<file path="config.mk">
export PLATFORM = sky130hd
export DESIGN_NAME = sfx_arbiter
export DESIGN_NICKNAME = d
export VERILOG_FILES = /design/src/rtl/sfx_arbiter.sv
export SDC_FILE = /design/constraint.sdc
export NUM_CORES = 1
export LEC_CHECK = 0
export ABC_AREA = 0
export CORE_MARGIN = 3
export CORE_UTILIZATION = 55
export DETAILED_ROUTE_END_ITERATION = 12
export PLACE_DENSITY_LB_ADDON = 0.12
export SLEW_MARGIN = 20
export SYNTH_ARGS = -nofsm -noshare
export SYNTH_HDL_FRONTEND = slang
export SYNTH_SLANG_ARGS = --single-unit
</file>
<file path="constraint.sdc">
create_clock -name clk_in -period 3.85 [get_ports clk_in]
set_clock_uncertainty 0.1 [all_clocks]
set_input_delay 0.5775 -clock clk_in [delete_from_list [all_inputs] [get_ports clk_in]]
set_output_delay 0.5775 -clock clk_in [all_outputs]
set_load 0.02 [all_outputs]
</file>
<file path="src/rtl/sfx_arbiter.sv">
// Sound-effect request arbiter: fixed-priority grant, preemption,
// watchdog abort and enforced silence gap between clips.
module sfx_arbiter #(
  parameter int GAP_TICKS = 120,
  parameter int MAX_TICKS = 24000,
  parameter int PREEMPT   = 1
) (
  input  logic       clk_in,
  input  logic       rst_in,
  input  logic [3:0] req_in,
  input  logic       sample_tick_in,
  input  logic       done_in,
  input  logic       mute_in,
  output logic       start_out,
  output logic       abort_out,
  output logic [1:0] sel_out,
  output logic       active_out,
  output logic [3:0] pending_out,
  output logic [7:0] drop_count_out
);

  typedef enum logic [1:0] {
    S_IDLE,
    S_START,
    S_PLAY,
    S_GAP
  } state_t;

  state_t      state_q, state_d;
  logic [3:0]  pend_d, clr, drop_v, lo_mask;
  logic [1:0]  idx;
  logic        grant, abort_d;
  logic [15:0] wd_q, wd_d, gap_q, gap_d;
  logic [16:0] wd_inc, gap_inc;
  logic [2:0]  n_drop;
  logic [8:0]  drop_sum;

  assign active_out = (state_q == S_START) || (state_q == S_PLAY);
  assign lo_mask    = (4'b0001 << sel_out) - 4'b0001;
  assign wd_inc     = {1'b0, wd_q} + {16'd0, sample_tick_in};
  assign gap_inc    = {1'b0, gap_q} + {16'd0, sample_tick_in};

  always_comb begin
    idx = 2'd0;
    priority case (1'b1)
      pending_out[0]: idx = 2'd0;
      pending_out[1]: idx = 2'd1;
      pending_out[2]: idx = 2'd2;
      pending_out[3]: idx = 2'd3;
      default:        idx = 2'd0;
    endcase
  end

  always_comb begin
    state_d = state_q;
    grant   = 1'b0;
    abort_d = 1'b0;
    wd_d    = wd_q;
    gap_d   = gap_q;
    unique case (state_q)
      S_IDLE: begin
        if (|pending_out && !mute_in) begin
          grant   = 1'b1;
          state_d = S_START;
        end
      end
      S_START: begin
        wd_d    = 16'd0;
        state_d = S_PLAY;
      end
      S_PLAY: begin
        wd_d = wd_inc[15:0];
        if (done_in) begin
          state_d = S_GAP;
          gap_d   = 16'd0;
        end else if (mute_in) begin
          abort_d = 1'b1;
          state_d = S_GAP;
          gap_d   = 16'd0;
        end else if (PREEMPT != 0 && |(pending_out & lo_mask)) begin
          abort_d = 1'b1;
          state_d = S_IDLE;
        end else if (wd_inc == 17'(MAX_TICKS)) begin
          abort_d = 1'b1;
          state_d = S_GAP;
          gap_d   = 16'd0;
        end
      end
      S_GAP: begin
        gap_d = gap_inc[15:0];
        if (gap_inc >= 17'(GAP_TICKS))
          state_d = S_IDLE;
      end
      default: state_d = S_IDLE;
    endcase
  end

  // A request landing on the bit being granted simply re-arms it.
  assign clr      = grant ? (4'b0001 << idx) : 4'b0000;
  assign pend_d   = (pending_out & ~clr) | req_in;
  assign drop_v   = req_in & pending_out & ~clr;
  assign n_drop   = {2'd0, drop_v[0]} + {2'd0, drop_v[1]}
                  + {2'd0, drop_v[2]} + {2'd0, drop_v[3]};
  assign drop_sum = {1'b0, drop_count_out} + {6'd0, n_drop};

  always_ff @(posedge clk_in) begin
    if (!rst_in) begin
      state_q        <= S_IDLE;
      pending_out    <= 4'd0;
      sel_out        <= 2'd0;
      start_out      <= 1'b0;
      abort_out      <= 1'b0;
      drop_count_out <= 8'd0;
      wd_q           <= 16'd0;
      gap_q          <= 16'd0;
    end else begin
      state_q        <= state_d;
      pending_out    <= pend_d;
      start_out      <= (state_d == S_START);
      abort_out      <= abort_d;
      wd_q           <= wd_d;
      gap_q          <= gap_d;
      if (grant)
        sel_out <= idx;
      drop_count_out <= drop_sum[8] ? 8'hFF : drop_sum[7:0];
    end
  end

endmodule

</file>
==> results.cfg <==
[die]
fp.coreArea_mm2 = 0.00530
rows = 26
start_util = 0.588
die_area_mm2 = 0.00661
pin_count = 26
die_h_um = 81.3
dieWidth_um = 81.3

[pwr]
p_sw_w = 0.000499
p_per_area_mw_per_mm2 = 387
vdd_drop_max_mv = 0.410
swShare = 0.365
p_leak_nw = 1.18
p_int_w = 0.000868
pwr-share-comb = 0.333
clkPwrFrac = 0.246
power_frac_seq = 0.421

[yosys]
syn_avg_cell_area_um2 = 7.96
synth_ff_type = dfxtp_1
synthArstFlopShare = 0
yosysUniqueCellTypes = 59
synth_area_leaders = dfxtp_1, a21oi_1, nand2_1
synthTopCellsByCount = dfxtp_1, nand2_1, nor2_1, a21oi_1, nand3_1
synth-edff-count = 0
ys_seq_elements = 50
synth_most_common_cell = dfxtp_1
yosysWarnings = 0
syn_nets = 413
synth_top_cell_by_area = dfxtp_1
netlist_instances = 392
synth_top_area_share = 0.321
syn_area_mm2 = 0.00312
ys_seq_area_frac = 0.321

[global_routing]
grt_use_total = 0.232
grt_start_max_net_pins = 36
antenna_found_initial = 0
overflow = 0
grt_pass1_vias = 2686
grt_pass1_wl_um = 12400

[clock_tree]
cts_sinks = 50
clock_latency_ns = 0.30
cts.repair.resized = 0
cts_tree = yes
cts_buffer_depth = 2
htreeDepth = 2
clk_pin_slew_ns = 0.10
cts_made_buffers = 5
postCtsSetupRepairBufs = 0
cts_hold_buf = 0
cts-root-buf = clkbuf_8

[worst_setup_path]
crit_path_start_kind = input pin
cp_num_buf_inv = 3
path_max_fanout = 7
r2r-start = pending_out[0]
ff2ff_path_depth = 12
worstPathRequired_ns = 3.93
crit_start = mute_in
worstPathCellList = clkdlybuf4s50_1 -> nor2_1 -> nand2_1 -> buf_4 -> nand3_1 -> fa_1 -> inv_1 -> fa_1 -> fa_1 -> nand3_1 -> xor2_1 -> a21oi_1
cp.depth = 12
slowest_delay_ns = 0.58
crit_slowest_cell = clkdlybuf4s50_1
crit_path_end_kind = flop
critical_path_class = in2reg
path_delay_family = adder cells
cp.arrival_ns = 3.56
critPathMostFrequentCell = fa_1

[min_path]
hold_path_depth = 2
min-delay-path-class = reg2reg
min-delay-start = wd_q[0]

[detailed_routing]
wl_um = 7050
drc = 0
drt_iter0_markers = 203
vias = 2900
ant_nets = 0
via_per_inst = 6.05
drtPass1Iterations = 4
wl_per_cell_um = 14.7

[final_layout]
area_delta_synth_final_pct = 13.1
drive_gt1_frac = 0.0831
fill_cells = 470
stdcell_count = 479
utilization = 0.665
nets = 429
n_antenna_cell = 0

[sta]
period_minus_slack_ns = 3.48
final_max_slew_viol_count = 0
rsz0062_at_grt = no
period_share = 0.903
max_freq_ghz = 0.288
worst_hold_slack_ns = 0.387
worst_slack_ns = 0.372
final-hold-violation-count = 0
setup_violations = 0
relSlewSlack = 0.302
finalSetupTns_ns = 0
tightest_slew_ns = 1.04

[job]
max_cap_violations = 0

[place]
port_buffers = 25
dpl.hpwl_um = 4870
dp_cells = 471
gp_congestion = 0.836
dp_slack_ns = 0.0648

[outcome]
outcome = finished, final reports clean
power by group through the flow:
stage | Sequential, W | Clock, W | Combinational, W
2_1_floorplan | 0.000604 | 0 | 0.000294
3_3_place_gp | 0.000587 | 0 | 0.000444
3_5_place_dp | 0.000586 | 0 | 0.000450
4_1_cts | 0.000576 | 0.000344 | 0.000453
5_1_grt | 0.000581 | 0.000370 | 0.000514
6_report | 0.000575 | 0.000337 | 0.000455
final timing paths:
kind | to | slack [ns]
hold / removal | wd_q[0] | 0.39
setup reg to reg | drop_count_out[4] | 0.40
hold reg to reg | wd_q[0] | 0.39
setup / recovery | drop_count_out[4] | 0.37
cells in the final DEF (no fill, tap or decap), drive strengths merged, types with 4 or more instances in the layout:
| cell type | instances |
|---|---|
| a211oi | 6 |
| a21oi | 34 |
| a311oi | 4 |
| a31oi | 8 |
| and2 | 5 |
| and3 | 5 |
| and4 | 5 |
| buf | 13 |
| clkbuf | 6 |
| clkdlybuf4s50 | 25 |
| dfxtp | 50 |
| ha | 9 |
| inv | 11 |
| nand2 | 38 |
| nand3 | 23 |
| nand4 | 11 |
| nor2 | 35 |
| nor2b | 4 |
| nor3 | 14 |
| nor4 | 5 |
| o211ai | 6 |
| o21a | 7 |
| o21ai | 14 |
| o31ai | 6 |
| o32ai | 5 |
| or3 | 5 |
| xnor2 | 7 |
| xor2 | 5 |
routing by layer:
| layer | wire length [µm] | GRT usage | part of all wire | vias to the layer above |
|---|---|---|---|---|
| li1 | - | - | - | 1476 |
| met4 | 60 | 0.0541 | 0.0085 | 0 |
| met2 | 3130 | 0.353 | 0.44 | 67 |
| met3 | 325 | 0.0410 | 0.046 | 7 |
| met1 | 3530 | 0.338 | 0.50 | 1350 |
| met5 | 0 | 0 | 0 | - |
per-stage QoR:
stage	total power, W	area, µm²
after floorplan	0.000898	3120
after global placement	0.00103	3430
after detailed placement	0.00104	3430
after CTS	0.00137	3530
after global routing	0.00147	3530
final	0.00137	3530
worst reg2reg max path: cells and delay by family (launching register included):
kind / cells / cell delay [ns]
adder cells (fa/ha/maj): 3 / 1.49
AND/OR/NAND/NOR: 5 / 0.90
flip-flops: 1 / 0.40
buffers and inverters: 2 / 0.19
XOR/XNOR: 1 / 0.16
AO/OA/AOI/OAI: 1 / 0.09
cell type report:
type                            count  area (µm²)  share of cell area
Sequential cell                    50        1000               0.284
Clock buffer                        6        82.6              0.0234
Tap cell                           70        87.6              0.0248
Timing Repair Buffer               38         360               0.102
Multi-Input combinational cell    302        1940               0.550
Clock inverter                      2        16.3             0.00461
Inverter                           11        41.3              0.0117
cells by family (layout without fill, tap and decap cells):
logic type / after synthesis / in the layout / synth area share
buffers and inverters: 40 / 57 / 0.0578
AND/OR/NAND/NOR: 170 / 170 / 0.290
multiplexers: 1 / 1 / 0.00321
XOR/XNOR: 12 / 12 / 0.0337
flip-flops: 50 / 50 / 0.321
adder cells (fa/ha/maj): 12 / 12 / 0.0554
AO/OA/AOI/OAI: 107 / 107 / 0.239
registers in the layout, summed over array words and instances, names as in the netlist:
register and flops:
wd_q 16, pending_out 4, gap_q 16, drop_count_out 8, sel_out 2, state_q 2, abort_out 1, start_out 1
Power figures use the tool's default switching activity.
